`src/rtl/fb_pkg.sv`:
```
// Shared definitions for the framebuffer arbiter slice.
// Holds the framebuffer geometry (address/data widths, number of valid
// words), the read-owner tag carried into the return cycle, the layout of
// one buffered pixel write, and a helper that decides whether an address
// falls inside the 160x144 framebuffer.
package fb_pkg;

    localparam int FB_AW    = 15;
    localparam int FB_DW    = 2;
    localparam int FB_WORDS = 23040;

    typedef enum logic [1:0] {
        OWN_NONE = 2'd0,
        OWN_VGA  = 2'd1,
        OWN_AI   = 2'd2
    } owner_t;

    typedef struct packed {
        logic [FB_AW-1:0] addr;
        logic [FB_DW-1:0] data;
    } fifo_entry_t;

    // Zero-extend so the compare is done at 32 bits against the word count.
    function automatic logic addr_in_range(input logic [FB_AW-1:0] addr,
                                           input int unsigned      words);
        return ({17'd0, addr} < words);
    endfunction

endpackage

```
`src/rtl/fb_wr_fifo.sv`:
```
// Synchronous write FIFO for buffered capture pixels.
// Ports:
//   clock, reset_n : clock and asynchronous active-low reset
//   push, din      : store one entry (caller guarantees ready is high)
//   pop, dout      : drop the head entry (caller guarantees level != 0);
//                    dout always shows the current head
//   level          : occupancy 0..DEPTH
//   ready          : registered "level < DEPTH", low while in reset
module fb_wr_fifo
    import fb_pkg::*;
#(
    parameter int DEPTH = 32
) (
    input  logic                       clock,
    input  logic                       reset_n,
    input  logic                       push,
    input  fifo_entry_t                din,
    input  logic                       pop,
    output fifo_entry_t                dout,
    output logic [$clog2(DEPTH):0]     level,
    output logic                       ready
);

    localparam int AW = $clog2(DEPTH);
    localparam int LW = AW + 1;
    localparam logic [LW-1:0] FULL = LW'(DEPTH);

    logic [AW-1:0] wr_ptr;
    logic [AW-1:0] rd_ptr;
    logic [LW-1:0] level_next;
    fifo_entry_t   mem [DEPTH];

    // Simultaneous push and pop leave the occupancy unchanged.
    always_comb begin
        level_next = level;
        if (push && !pop)
            level_next = level + LW'(1);
        else if (pop && !push)
            level_next = level - LW'(1);
    end

    // Ready is derived from the next level so it is already correct in the
    // cycle the FIFO becomes full or regains space.
    always_ff @(posedge clock or negedge reset_n) begin
        if (!reset_n) begin
            wr_ptr <= '0;
            rd_ptr <= '0;
            level  <= '0;
            ready  <= 1'b0;
        end else begin
            if (push)
                wr_ptr <= wr_ptr + AW'(1);
            if (pop)
                rd_ptr <= rd_ptr + AW'(1);
            level <= level_next;
            ready <= (level_next < FULL);
        end
    end

    always_ff @(posedge clock) begin
        if (push)
            mem[wr_ptr] <= din;
    end

    assign dout = mem[rd_ptr];

endmodule

```
`src/rtl/fb_arbiter.sv`:
```
// Single-port framebuffer RAM arbiter for the capture writer, the VGA
// debug reader and the AI board sampler (25 MHz VGA clock domain).
// Ports:
//   clock, reset_n                  : clock, asynchronous active-low reset
//   wr_valid/wr_ready/wr_addr/wr_data : capture pixel writes into the FIFO
//   vga_req/vga_addr                : per-cycle VGA read request
//   vga_valid/vga_q/vga_miss        : VGA read return and lost-arbitration pulse
//   ai_req/ai_addr/ai_gnt           : held AI read request and its grant
//   ai_valid/ai_q                   : AI read return
//   ram_addr/ram_we/ram_wdata/ram_q : framebuffer RAM (one-cycle read latency)
//   fifo_level                      : write FIFO occupancy
//   overflow/clr_overflow           : sticky dropped-write flag and its clear
module fb_arbiter #(
    parameter int FB_WORDS   = fb_pkg::FB_WORDS,
    parameter int FIFO_DEPTH = 32,
    parameter int HI_WM      = 24
) (
    input  logic                          clock,
    input  logic                          reset_n,
    input  logic                          wr_valid,
    output logic                          wr_ready,
    input  logic [14:0]                   wr_addr,
    input  logic [1:0]                    wr_data,
    input  logic                          vga_req,
    input  logic [14:0]                   vga_addr,
    output logic                          vga_valid,
    output logic [1:0]                    vga_q,
    output logic                          vga_miss,
    input  logic                          ai_req,
    input  logic [14:0]                   ai_addr,
    output logic                          ai_gnt,
    output logic                          ai_valid,
    output logic [1:0]                    ai_q,
    output logic [14:0]                   ram_addr,
    output logic                          ram_we,
    output logic [1:0]                    ram_wdata,
    input  logic [1:0]                    ram_q,
    output logic [$clog2(FIFO_DEPTH):0]   fifo_level,
    output logic                          overflow,
    input  logic                          clr_overflow
);

    import fb_pkg::*;

    localparam int LW = $clog2(FIFO_DEPTH) + 1;
    localparam logic [LW-1:0] HI_LEVEL = LW'(HI_WM);

    fifo_entry_t      fifo_din;
    fifo_entry_t      fifo_head;
    logic             push;
    logic             active;
    logic             grant_wr;
    logic             grant_vga;
    logic             grant_ai;
    logic             head_in_range;
    owner_t           owner_q;
    logic             oor_q;
    logic             miss_q;
    logic [FB_AW-1:0] addr_hold;
    logic [FB_DW-1:0] ret_data;
    logic [FB_DW-1:0] vga_q_hold;
    logic [FB_DW-1:0] ai_q_hold;

    assign push     = wr_valid && wr_ready;
    assign fifo_din = '{addr: wr_addr, data: wr_data};

    fb_wr_fifo #(
        .DEPTH (FIFO_DEPTH)
    ) u_fifo (
        .clock   (clock),
        .reset_n (reset_n),
        .push    (push),
        .din     (fifo_din),
        .pop     (grant_wr),
        .dout    (fifo_head),
        .level   (fifo_level),
        .ready   (wr_ready)
    );

    // Fixed-priority grant. Nothing is granted until the first clock edge
    // after reset release, which keeps every output at 0 while in reset and
    // lines the arbiter up with wr_ready rising.
    always_comb begin
        grant_wr  = 1'b0;
        grant_vga = 1'b0;
        grant_ai  = 1'b0;
        if (active) begin
            if (fifo_level >= HI_LEVEL)
                grant_wr = 1'b1;
            else if (vga_req)
                grant_vga = 1'b1;
            else if (fifo_level != '0)
                grant_wr = 1'b1;
            else if (ai_req)
                grant_ai = 1'b1;
        end
    end

    assign head_in_range = addr_in_range(fifo_head.addr, FB_WORDS);
    assign ai_gnt        = grant_ai;

    // Out-of-range writes still pop the FIFO but never assert the strobe.
    // An idle cycle parks the address on its previous value.
    always_comb begin
        ram_addr  = addr_hold;
        ram_we    = 1'b0;
        ram_wdata = '0;
        if (grant_wr) begin
            ram_addr  = fifo_head.addr;
            ram_wdata = fifo_head.data;
            ram_we    = head_in_range;
        end else if (grant_vga) begin
            ram_addr = vga_addr;
        end else if (grant_ai) begin
            ram_addr = ai_addr;
        end
    end

    // Return path: the owner tag and OOR bit travel one cycle alongside the
    // RAM read so the data can be steered and masked when it arrives.
    assign ret_data  = oor_q ? '0 : ram_q;
    assign vga_valid = (owner_q == OWN_VGA);
    assign ai_valid  = (owner_q == OWN_AI);
    assign vga_q     = vga_valid ? ret_data : vga_q_hold;
    assign ai_q      = ai_valid  ? ret_data : ai_q_hold;
    assign vga_miss  = miss_q;

    // Pipeline, hold registers and the sticky overflow flag. A new drop
    // outranks a clear arriving in the same cycle.
    always_ff @(posedge clock or negedge reset_n) begin
        if (!reset_n) begin
            active     <= 1'b0;
            addr_hold  <= '0;
            owner_q    <= OWN_NONE;
            oor_q      <= 1'b0;
            miss_q     <= 1'b0;
            overflow   <= 1'b0;
            vga_q_hold <= '0;
            ai_q_hold  <= '0;
        end else begin
            active    <= 1'b1;
            addr_hold <= ram_addr;
            miss_q    <= vga_req && !grant_vga;
            if (grant_vga) begin
                owner_q <= OWN_VGA;
                oor_q   <= !addr_in_range(vga_addr, FB_WORDS);
            end else if (grant_ai) begin
                owner_q <= OWN_AI;
                oor_q   <= !addr_in_range(ai_addr, FB_WORDS);
            end else begin
                owner_q <= OWN_NONE;
                oor_q   <= 1'b0;
            end
            if (wr_valid && !wr_ready)
                overflow <= 1'b1;
            else if (clr_overflow)
                overflow <= 1'b0;
            if (vga_valid)
                vga_q_hold <= vga_q;
            if (ai_valid)
                ai_q_hold <= ai_q;
        end
    end

endmodule

```
`config.mk`:
```
export PLATFORM = sky130hd
export DESIGN_NAME = fb_arbiter
export DESIGN_NICKNAME = d
export VERILOG_FILES = /design/src/rtl/fb_pkg.sv /design/src/rtl/fb_wr_fifo.sv /design/src/rtl/fb_arbiter.sv
export SDC_FILE = /design/constraint.sdc
export NUM_CORES = 1
export LEC_CHECK = 0
export ABC_AREA = 1
export CORE_ASPECT_RATIO = 0.6
export CORE_MARGIN = 3
export CORE_UTILIZATION = 45
export DETAILED_ROUTE_END_ITERATION = 8
export PLACE_DENSITY = 0.65
export REMOVE_ABC_BUFFERS = 1
export SYNTH_ARGS = -nofsm -noshare
export SYNTH_HDL_FRONTEND = slang
export SYNTH_HIERARCHICAL = 1
export SYNTH_SLANG_ARGS = --single-unit
export TNS_END_PERCENT = 20
```
`constraint.sdc`:
```
create_clock -name clock -period 3.5 [get_ports clock]
set_clock_uncertainty 0.15 [all_clocks]
set_input_delay 0.525 -clock clock [delete_from_list [all_inputs] [get_ports clock]]
set_output_delay 0.525 -clock clock [all_outputs]
set_load 0.005 [all_outputs]
```
==> results.ini, run 1 <==
[power]
total_power_uw=24470
p_per_area_mw_per_mm2=809.7
power_leakage_uw=0.01255
peakVddDrop_mv=0.4824

[critical_path]
startpoint=u_fifo/rd_ptr[0]
crit_chain=buf_4, buf_6, o211ai_1, nand3_1, nand3_1, nand2_1, nand2_1, inv_1, nand2_1, nand2_1, clkdlybuf4s50_1
critPathKind=reg2out
rr_startpoint=u_fifo/level[3]
cpMaxStageDelayCell=clkdlybuf4s50_1
cpLargestDelayFamily=buffers and inverters
path_max_fanout=43
cpPeakStageDelay_ns=0.54
cp_num_buf_inv=4
start_kind=flop
end_kind=primary output
path_common_cell=nand2_1
arrival_ns=3.01
cp.required_ns=2.82

[hold_path]
holdCritPathClass=reg2reg
holdCritStartpoint=u_fifo/ready

[cts]
htree_levels=2
cts_tree=built
cts_num_sinks=586
clkSlewWorstSetupHoldPaths_ns=0.07
clock_path_buffers=3
cts_root_buf=clkbuf_16
cts_buffers=51
clk_latency_ns=0.60

[timing]
max_clock_freq_ghz=0.2716
finalHoldViolations=0
slew_viol_final=0
post-route-period-util_pct=105.2
tightest_slew_ns=0.7731
rsz0062_at_grt=true
slew_headroom_pct=48.14
layout_min_cycle_time_ns=3.682
whs_ns=0.3554
setup_viol=7
setup_ws_ns=-0.1818

[grt]
grt_pass1_wl_mm=107.5
grt_max_degree=83
track_usage_pct=24.04
antenna_found_initial=1
grt-ovfl-total=0
grt_pass1_vias=17490

[floorplanning]
io_pins=89
rows=66
dieArea_mm2=0.05958
die_h_um=190.3
fp.dieW_um=313.1
initial_core_util_pct=46.24
core_area_mm2=0.05508

[detailed_routing]
post_drt_wl_per_cell_um=21.29
drc_errors=0
drtPass1Iterations=7
drt-initial-drc-count=2287
via_per_inst=5.382
ant_nets=0
dr_total_vias=18340
finalWirelength_mm=72.52

[place]
routabilityCongestion=0.8613
io_buffers=88
dpl.hpwl_mm=43.13
pre_cts_ws_ns=0.1699

[final_layout]
register_area_mm2=0.01739
fin_nets=2681
utilization_pct=54.86
area_delta_synth_final_pct=18.65
drive_above_1_share_pct=12.11
nFillCells=4695
antenna_cells=0
multi_input_comb_area_mm2=0.006538

[synthesis]
netlist_area_mm2=0.02547
synthTopCellsByArea=edfxtp_1, nand2_1, nand3_1, inv_1, dfrtp_1
synth_top_area_share_pct=64.14
yosys_register_bits=586
syn_area_per_cell_um2=10.35
synthTopCellsByCount=nand2_1, edfxtp_1, nand3_1
postSynthCellCount=2461
ys.flop_type=edfxtp_1
synthArstFlopShare_pct=7.167
ys_types=33
seq_area_frac_synth_pct=68.27
synth-edff-count=544
ys_warn_count=6
synth_top_cell_by_area=edfxtp_1
synth.most_common_cell=nand2_1

[outcome]
violations=setup timing
status=finished with violations

[run]
cap_violations=0

[worst register-to-register path: stages, from the launching register on]
cell	delay, ns
dfrtp_1	0.51
nand2_1	0.16
nand2_4	0.12
nand2_1	0.07
nand2_2	0.28
buf_4	0.27
inv_1	0.06
ha_1	0.27
nor2_1	0.34
nand3_1	0.12
nand2_1	0.10
a21oi_1	0.06
[metrics by stage]
| step | instances | TNS [ns] | area [um^2] |
|---|---|---|---|
| global placement | 3288 | 0 | 27750 |
| global route | 3407 | -2.006 | 30220 |
| floorplan | 2340 | -232.66 | 24850 |
| detailed placement | 3288 | 0 | 27750 |
| finish | 3407 | -0.8133 | 30220 |
| CTS | 3405 | -2.387 | 30020 |
[state kept, by name, summed over array words and instances, names as in the netlist, 2 cells and up, named ones only]
| signal | cells |
|---|---|
| u_fifo/mem | 544 |
| addr_hold | 15 |
| u_fifo/level | 5 |
| u_fifo/rd_ptr | 5 |
| u_fifo/wr_ptr | 5 |
| ai_q_hold | 2 |
| owner_q | 2 |
| vga_q_hold | 2 |
[routing by layer]
metal | track usage (%) | vias up | wire length (um) | part of all wire, %
met2 | 35.05 | 933 | 30910 | 43
met1 | 35.47 | 8906 | 31610 | 44
li1 | - | 8383 | - | -
met5 | 0 | - | 0 | 0
met3 | 6.767 | 114 | 8399 | 12
met4 | 6.281 | 0 | 1595 | 2.2
[worst paths after layout]
kind / cells after the start / to / slack [ns]
setup / recovery: 11 / ram_addr[10] / -0.18
hold / removal: 1 / overflow / 0.36
setup reg to reg: 11 / u_fifo/ready / 0.85
hold reg to reg: 1 / overflow / 0.36
max in group asynchronous: 3 / u_fifo/level[2] / 2.08
min in group asynchronous: 2 / addr_hold[14] / 0.40
[layout make-up]
type	count	share of cell area, %
clock buffers	70	5.114
clock inverters	25	0.6625
inverters	318	4.029
multi-input cells	1436	21.64
flip-flops and latches	586	57.57
well taps	748	3.097
repair buffers	222	7.838
repair inverters	2	0.05797
[timing repair]
| item | CTS | global route |
|---|---|---|
| hold buffers | 1 | 0 |
| gates resized for setup | 70 | 48 |
| endpoints found under the setup margin | 18 | 18 |
| endpoints found under the hold margin | 29 | 0 |
| gates cloned | 9 | 2 |
| pin swaps | 10 | 14 |
| buffers inserted | 12 | 0 |
[power breakdown]
part           leakage, uW  switching [uW]  internal, uW  total [uW]
logic              0.00629            6570          3470       10000
clock network     0.000853            2620          3260        5880
registers          0.00541             281          8270        8550
[placed cells by master, fill, tap and decap left out, types with 8 or more instances in the layout]
master | Yosys | routed
o21ai_0 | 9 | 9
nand2_2 | 4 | 19
nor2_2 | 0 | 32
buf_12 | 0 | 13
buf_4 | 2 | 91
mux2_2 | 8 | 8
a21oi_2 | 0 | 8
a21oi_1 | 41 | 33
clkdlybuf4s50_1 | 0 | 74
buf_6 | 3 | 15
inv_1 | 312 | 311
clkbuf_16 | 0 | 59
edfxtp_1 | 544 | 544
ha_1 | 9 | 9
nand3_1 | 367 | 356
dfrtp_1 | 42 | 40
nor2_1 | 108 | 70
o211ai_1 | 17 | 17
nand3_2 | 0 | 11
xor2_1 | 11 | 11
nand2_1 | 841 | 825
clkinv_2 | 0 | 10
[kinds of logic after synthesis]
family / Yosys count / share of synthesized area, %
buffers and inverters: 439 / 7.119
AND/OR/NAND/NOR: 1333 / 21.75
AO/OA/AOI/OAI: 74 / 1.670
multiplexers: 8 / 0.3538
XOR/XNOR: 11 / 0.3783
flip-flops: 586 / 68.27
other: 1 / 0.01472
adder cells (fa/ha/maj): 9 / 0.4422
(Power assumes the default switching activity.)
==> inputs of run 2 (changes only) <==
--- a/config.mk
+++ b/config.mk
@@ -8,9 +8,10 @@
 export ABC_AREA = 1
 export CORE_ASPECT_RATIO = 0.6
 export CORE_MARGIN = 3
-export CORE_UTILIZATION = 45
+export CORE_UTILIZATION = 27
 export DETAILED_ROUTE_END_ITERATION = 8
-export PLACE_DENSITY = 0.65
+export GPL_TIMING_DRIVEN = 0
+export PLACE_DENSITY = 0.45
 export REMOVE_ABC_BUFFERS = 1
 export SYNTH_ARGS = -nofsm -noshare
 export SYNTH_HDL_FRONTEND = slang
==> run 2 against run 1 <==
Against the previous run: sequential share of layout area shrank 3.2 points; maximum frequency grew 3.3%; largest cell class unchanged; combinational power grew 22%; clock power shrank 2%; final cell count grew 15%; hold slack is essentially flat; critical path type unchanged; the run still ends with setup timing left; setup slack gained 0.12 ns; highest routed layer unchanged; design area grew 6.0%.
==> results.ini, run 2 (synthesized netlist as in run 1, its figures left out) <==
[final_layout]
multi_input_comb_area_mm2=0.006984  ; was 0.006538 mm^2
drive_above_1_share_pct=16.84  ; was 12.11%
nFillCells=9145  ; was 4695
reg_top3=u_fifo/mem: 544 flops, addr_hold: 15 flops  ; unchanged
final_cell_mix=nand2_1, edfxtp_1, nand3_1, inv_1, clkbuf_16  ; was nand2_1, edfxtp_1, nand3_1, inv_1, buf_4
area_delta_synth_final_pct=25.73  ; was 18.65%
largest_register_ffs=544  ; unchanged
register_area_mm2=0.01740  ; was 0.01739 mm^2
top_register=u_fifo/mem  ; unchanged
fin_nets=2694  ; was 2681
layout_commonest_cell=nand2_1  ; unchanged
final_cell_area_mm2=0.03202  ; was 0.03022 mm^2
utilization_pct=34.56  ; was 54.86%

[critical_path]
arrival_ns=2.89  ; was 3.01 ns
r2r_cells=5  ; was 11
path_common_cell=nand2_2  ; was nand2_1
end_kind=primary output  ; unchanged
cp.required_ns=2.82  ; about the same
crit_chain=buf_16, clkinv_16, buf_12, buf_6, nand2_2, nand3_2, nand3_2, nand2_2, nor2_4, nand2_4, nand2_2, inv_2, or2_4, nand2_2, inv_2, buf_6  ; was buf_4, buf_6, o211ai_1, nand3_1, nand3_1, nand2_1, nand2_1, inv_1, nand2_1, nand2_1, clkdlybuf4s50_1
cpMaxStageDelayCell=dfrtp_4  ; was clkdlybuf4s50_1
start_kind=flop  ; unchanged
reg2reg_slack_ns=0.76  ; was 0.85 ns
rr_startpoint=u_fifo/ready  ; was u_fifo/level[3]
cpPeakStageDelay_ns=0.50  ; was 0.54 ns
timing.rr.end=u_fifo/mem[29][4]  ; was u_fifo/ready
critPathKind=reg2out  ; unchanged
path_max_fanout=7  ; was 43

[detailed_routing]
via_per_inst=4.695  ; was 5.382
finalWirelength_mm=84.26  ; was 72.52 mm
dr_total_vias=18340  ; about the same
drc_errors=0  ; unchanged
drtPass1Iterations=5  ; was 7
ant_nets=0  ; unchanged
post_drt_wl_per_cell_um=21.57  ; was 21.29 um
drt-initial-drc-count=1740  ; was 2287

[floorplanning]
dieArea_mm2=0.09817  ; was 0.05958 mm^2
initial_core_util_pct=27.49  ; was 46.24%
die_h_um=243.9  ; was 190.3 um
core_area_mm2=0.09265  ; was 0.05508 mm^2
fp.dieW_um=402.5  ; was 313.1 um
rows=86  ; was 66
io_pins=89  ; unchanged

[grt]
antenna_found_initial=3  ; was 1
grt_pass1_wl_mm=119.9  ; was 107.5 mm
grt_pass1_vias=16870  ; was 17490
grt-ovfl-total=0  ; unchanged
track_usage_pct=16.69  ; was 24.04%
grt_max_degree=66  ; was 83

[power]
power_leakage_uw=0.01289  ; was 0.01255 uW
total_power_uw=26600  ; was 24470 uW
peakVddDrop_mv=0.4981  ; was 0.4824 mV
p_per_area_mw_per_mm2=830.8  ; was 809.7 mW/mm^2

[outcome]
status=finished with violations  ; unchanged
violations=setup timing  ; unchanged

[timing]
finalHoldViolations=0  ; unchanged
tns_ns=-0.2184  ; was -0.8133 ns
post-route-period-util_pct=101.9  ; was 105.2%
rsz0062_at_grt=true  ; unchanged
max_clock_freq_ghz=0.2805  ; was 0.2716 GHz
layout_min_cycle_time_ns=3.566  ; was 3.682 ns
slew_viol_final=0  ; unchanged
slew_headroom_pct=13.67  ; was 48.14%
setup_viol=8  ; was 7
setup_ws_ns=-0.06554  ; was -0.1818 ns
tightest_slew_ns=1.291  ; was 0.7731 ns

[place]
dpl.hpwl_mm=44.23  ; was 43.13 mm
io_buffers=88  ; unchanged
placed_area_mm2=0.02828  ; was 0.02775 mm^2
routabilityCongestion=0.7416  ; was 0.8613
pre_cts_ws_ns=-1.439  ; was 0.1699 ns

[cts]
cts_buffers=54  ; was 51
htree_levels=2  ; unchanged
cts_root_buf=clkbuf_16  ; unchanged
cts_num_sinks=586  ; unchanged
cts_tree=built  ; unchanged
clkSlewWorstSetupHoldPaths_ns=0.07  ; about the same
clock_path_buffers=3  ; unchanged
clk_latency_ns=0.60  ; about the same

[hold_path]
holdCritPathClass=in2async  ; was reg2reg

[run]
cap_violations=0  ; unchanged

==> run 2: cell count changes in the layout (fill, tap and decap cells not counted), sizes merged <==
cell	previous run	this run
nand4	4	5
buf	130	155
inv	320	325
dlymetal6s2s	6	0
clkdlybuf4s15	1	4
clkdlybuf4s50	74	54
diode	0	2
bufbuf	3	5
clkinvlp	5	1
clkbuf	73	79
dlygate4sd2	4	3
clkinv	18	20
==> run 2: worst max path at each step <==
| stage | from | slack, ns | endpoint |
|---|---|---|---|
| 2_1_floorplan | u_fifo/rd_ptr[0] | -7.09 | ram_addr[14] |
| 3_3_place_gp | u_fifo/rd_ptr[0] | -19.51 | ram_we |
| 3_5_place_dp | u_fifo/rd_ptr[0] | -1.44 | ram_addr[14] |
| 4_1_cts | u_fifo/rd_ptr[0] | -0.08 | ram_addr[14] |
| 5_1_grt | u_fifo/rd_ptr[0] | -0.20 | ram_we |
| 6_report | u_fifo/rd_ptr[0] | -0.07 | ram_addr[14] |
==> run 2: routing by layer <==
layer	global-route usage, %	share of wire [%]	wire [um]	vias to the layer above
li1	-	-	-	8438
met1	26.63	50	41930	9168
met2	23.50	42	34970	650
met3	3.036	7.5	6329	82
met4	2.597	1.2	1033	0
met5	0	0	0	-
==> run 2: where the power goes <==
group / switching (uW) / internal, uW / total [uW]
sequential: 378 / 8270 / 8650
combinational: 7800 / 4400 / 12200
clock: 2620 / 3130 / 5750
total: 10800 / 15800 / 26600
==> run 2: timing repair <==
item | CTS | global route
endpoints found under the setup margin | 33 | 18
hold buffers | 1 | 0
hold endpoints to repair | 22 | 0
cloned | 32 | 1
setup buffers | 57 | 10
resized for setup | 254 | 60
pin swaps | 63 | 53
==> run 2: area by class of cell <==
| class | instances | share of cell area (%) |
|---|---|---|
| diodes | 2 | 0.01563 |
| clock buffers | 78 | 4.693 |
| clock inverters | 20 | 0.4885 |
| inverters | 318 | 3.982 |
| multi-input cells | 1437 | 21.81 |
| flip-flops and latches | 586 | 54.34 |
| well taps | 1232 | 4.814 |
| repair buffers | 223 | 9.378 |
| repair inverters | 10 | 0.4767 |
==> run 2: through the flow <==
step / instances / hold WS (ns)
4_1_cts: 3895 / 0.3195
6_report: 3906 / 0.3557
3_3_place_gp: 3660 / 0.3361
5_1_grt: 3904 / 0.3511
2_1_floorplan: 2340 / 0.07941
3_5_place_dp: 3707 / 0.3459
==> run 2: worst max-delay path, delay by kind of cell (launching register included) <==
kind                   cells  cell delay (ns)
AND/OR/NAND/NOR            9             0.96
flip-flops                 1             0.50
buffers and inverters      7             0.77
==> inputs of run 3 (changes only) <==
--- a/config.mk
+++ b/config.mk
@@ -12,7 +12,6 @@
 export DETAILED_ROUTE_END_ITERATION = 8
 export GPL_TIMING_DRIVEN = 0
 export PLACE_DENSITY = 0.45
-export REMOVE_ABC_BUFFERS = 1
 export SYNTH_ARGS = -nofsm -noshare
 export SYNTH_HDL_FRONTEND = slang
 export SYNTH_HIERARCHICAL = 1
==> run 3 against run 2 <==
Against the previous run: the run still ends with setup timing left; flip-flop and latch count is the same; clock power grew 10%; register-to-register slack lost 0.26 ns; highest routed layer unchanged.
==> results.ini, run 3 (synthesized netlist as in run 1, its figures left out) <==
[outcome]
status=finished with violations  ; unchanged
violations=setup timing  ; unchanged

[detailed_routing]
drc_errors=0  ; unchanged
ant_nets=0  ; unchanged
drtPass1Iterations=5  ; unchanged
via_per_inst=4.657  ; was 4.695
post_drt_wl_per_cell_um=20.86  ; was 21.57 um
dr_total_vias=18270  ; was 18340
finalWirelength_mm=81.83  ; was 84.26 mm
drt-initial-drc-count=1778  ; was 1740

[timing]
setup_ws_ns=-0.1884  ; was -0.06554 ns
max_clock_freq_ghz=0.2711  ; was 0.2805 GHz
slew_viol_final=0  ; unchanged
tightest_slew_ns=1.068  ; was 1.291 ns
tns_ns=-1.551  ; was -0.2184 ns
layout_min_cycle_time_ns=3.688  ; was 3.566 ns
setup_viol=10  ; was 8
rsz0062_at_grt=true  ; unchanged
slew_headroom_pct=28.69  ; was 13.67%
post-route-period-util_pct=105.4  ; was 101.9%
finalHoldViolations=0  ; unchanged

[cts]
cts_root_buf=clkbuf_16  ; unchanged
cts_tree=built  ; unchanged
clkSlewWorstSetupHoldPaths_ns=0.07  ; about the same
clk_latency_ns=0.61  ; was 0.60 ns
htree_levels=2  ; unchanged
cts_buffers=55  ; was 54
cts_num_sinks=586  ; unchanged
clock_path_buffers=3  ; unchanged

[critical_path]
cp_num_buf_inv=5  ; was 7
cpPeakStageDelay_ns=0.51  ; was 0.50 ns
end_kind=primary output  ; unchanged
path_max_fanout=10  ; was 7
arrival_ns=3.01  ; was 2.89 ns
crit_chain=buf_4, buf_12, buf_6, nand2_1, nand3_1, a21oi_2, nor2_4, nand2_2, nand2_1, inv_1, nand2_1, nand2_1, clkdlybuf4s50_1  ; was buf_16, clkinv_16, buf_12, buf_6, nand2_2, nand3_2, nand3_2, nand2_2, nor2_4, nand2_4, nand2_2, inv_2, or2_4, nand2_2, inv_2, buf_6
cpLargestDelayFamily=buffers and inverters  ; was simple AND/OR/NAND/NOR gates
start_kind=flop  ; unchanged
path_common_cell=nand2_1  ; was nand2_2
cpMaxStageDelayCell=clkdlybuf4s50_1  ; was dfrtp_4
critPathKind=reg2out  ; unchanged
cp.required_ns=2.82  ; about the same

[synthesis]
synth_fp_nets=2525

[floorplanning]
die_h_um=243.9  ; unchanged
fp.dieW_um=402.5  ; unchanged
dieArea_mm2=0.09817  ; unchanged
initial_core_util_pct=27.49  ; unchanged
core_area_mm2=0.09265  ; unchanged
io_pins=89  ; unchanged
rows=86  ; unchanged

[power]
total_power_uw=25880  ; was 26600 uW
pwr-share-comb_pct=42.7  ; was 45.9%
pwr-share-clk_pct=24.4  ; was 21.6%
seqPwrFrac_pct=32.9  ; was 32.5%
power_switching_uw=10430  ; was 10800 uW
power_leakage_uw=0.01267  ; was 0.01289 uW
peakVddDrop_mv=0.4129  ; was 0.4981 mV
p_per_area_mw_per_mm2=827.4  ; was 830.8 mW/mm^2
sw_frac_of_total_pct=40.32  ; was 40.60%
p_int_uw=15440  ; was 15800 uW

[grt]
antenna_found_initial=7  ; was 3
met1_usage_pct=27.24  ; was 26.63%
track_usage_pct=16.43  ; was 16.69%
grt-ovfl-total=0  ; unchanged
grtUsageMet3_pct=3.837  ; was 3.036%
met2_usage_pct=21.33  ; was 23.50%
top_usage_layer=met1  ; unchanged
grt_max_degree=34  ; was 66
grt_pass1_vias=17310  ; was 16870
grt_pass1_wl_mm=118.6  ; was 119.9 mm

[final_layout]
largest_register_ffs=544  ; unchanged
final_cell_area_mm2=0.03127  ; was 0.03202 mm^2
fin_cells=3923  ; was 3906
fin_nets=2706  ; was 2694
final_cell_mix=nand2_1, edfxtp_1, nand3_1, inv_1, clkdlybuf4s50_1  ; was nand2_1, edfxtp_1, nand3_1, inv_1, clkbuf_16
reg_top3=u_fifo/mem: 544 flops, addr_hold: 15 flops  ; unchanged
layout_commonest_cell=nand2_1  ; unchanged
nFillCells=9299  ; was 9145
top_register=u_fifo/mem  ; unchanged
drive_above_1_share_pct=14.89  ; was 16.84%
area_delta_synth_final_pct=22.80  ; was 25.73%

[hold_path]
holdCritPathClass=in2reg  ; was in2async

[place]
dpl.hpwl_mm=58.00  ; was 44.23 mm
routabilityCongestion=0.8745  ; was 0.7416
io_buffers=88  ; unchanged
placed_area_mm2=0.02835  ; was 0.02828 mm^2
dp_cells=3810  ; was 3707

[run]
cap_violations=0  ; unchanged

[run 3: cell count changes in the layout (fill, tap and decap cells not counted), sizes merged]
cell           previous run  this run
nand4                     5         4
bufinv                    2         9
dlymetal6s2s              0         5
inv                     325       315
bufbuf                    5         0
clkdlybuf4s50            54        60
diode                     2         4
buf                     155       146
dlygate4sd2               3         5
clkdlybuf4s15             4         0
clkbuf                   79       100
clkinvlp                  1         4
[run 3: final timing paths]
path,startpoint,end,slack [ns],depth (start not counted)
min,wr_addr[5],u_fifo/mem[25][7],0.17,1
max in group asynchronous,reset_n,u_fifo/rd_ptr[0],2.49,3
min in group asynchronous,reset_n,ai_q_hold[0],0.19,2
min reg2reg,u_fifo/ready,overflow,0.35,1
max,u_fifo/rd_ptr[0],ram_addr[11],-0.19,13
max reg2reg,u_fifo/ready,u_fifo/mem[31][7],0.50,6
[run 3: power groups by stage]
stage	clock (uW)	combinational, uW	sequential, uW
final	6330	11000	8510
after global routing	6790	11900	8570
after CTS	6470	10600	8510
after detailed placement	0	9410	8650
after global placement	0	9260	8650
after floorplan	0	5240	8580
[run 3: final cells by class]
class                           instances  area, um^2  area share [%]
Antenna cell                            4       10.01         0.03201
Clock buffer                           72        1470           4.701
Multi-Input combinational cell       1436        6832           21.85
Clock inverter                         30       379.1           1.212
Tap cell                             1232        1541           4.929
Buffer                                121        1091           3.489
Sequential cell                       586       17390           55.60
Inverter                              318        1210           3.869
Timing Repair Buffer                  124        1351           4.321
[run 3: timing repair]
| item | CTS | global route |
|---|---|---|
| pin swaps | 18 | 17 |
| gates cloned | 1 | 0 |
| hold endpoints to repair | 42 | 0 |
| endpoints found under the setup margin | 18 | 18 |
| buffers inserted | 3 | 2 |
| hold buffers | 1 | 0 |
| gates resized for setup | 255 | 66 |
[run 3: layer usage]
layer | vias to the layer above | part of all wire [%] | routed length [um]
li1 | 8446 | - | -
met2 | 685 | 37 | 30660
met4 | 0 | 1.3 | 1037
met1 | 9061 | 51 | 42030
met5 | - | 0 | 0
met3 | 77 | 9.9 | 8101
[run 3: per-stage QoR]
stage / setup WS [ns] / util (%) / hold WS [ns]
after floorplan: 0.5482 / - / 0.07941
after global placement: -1.569 / 30.10 / 0.3300
after detailed placement: -0.3895 / 30.60 / 0.2675
after CTS: -0.2129 / 33.49 / 0.1580
after global routing: -0.3417 / 33.74 / 0.1653
final: -0.1884 / 33.75 / 0.1744
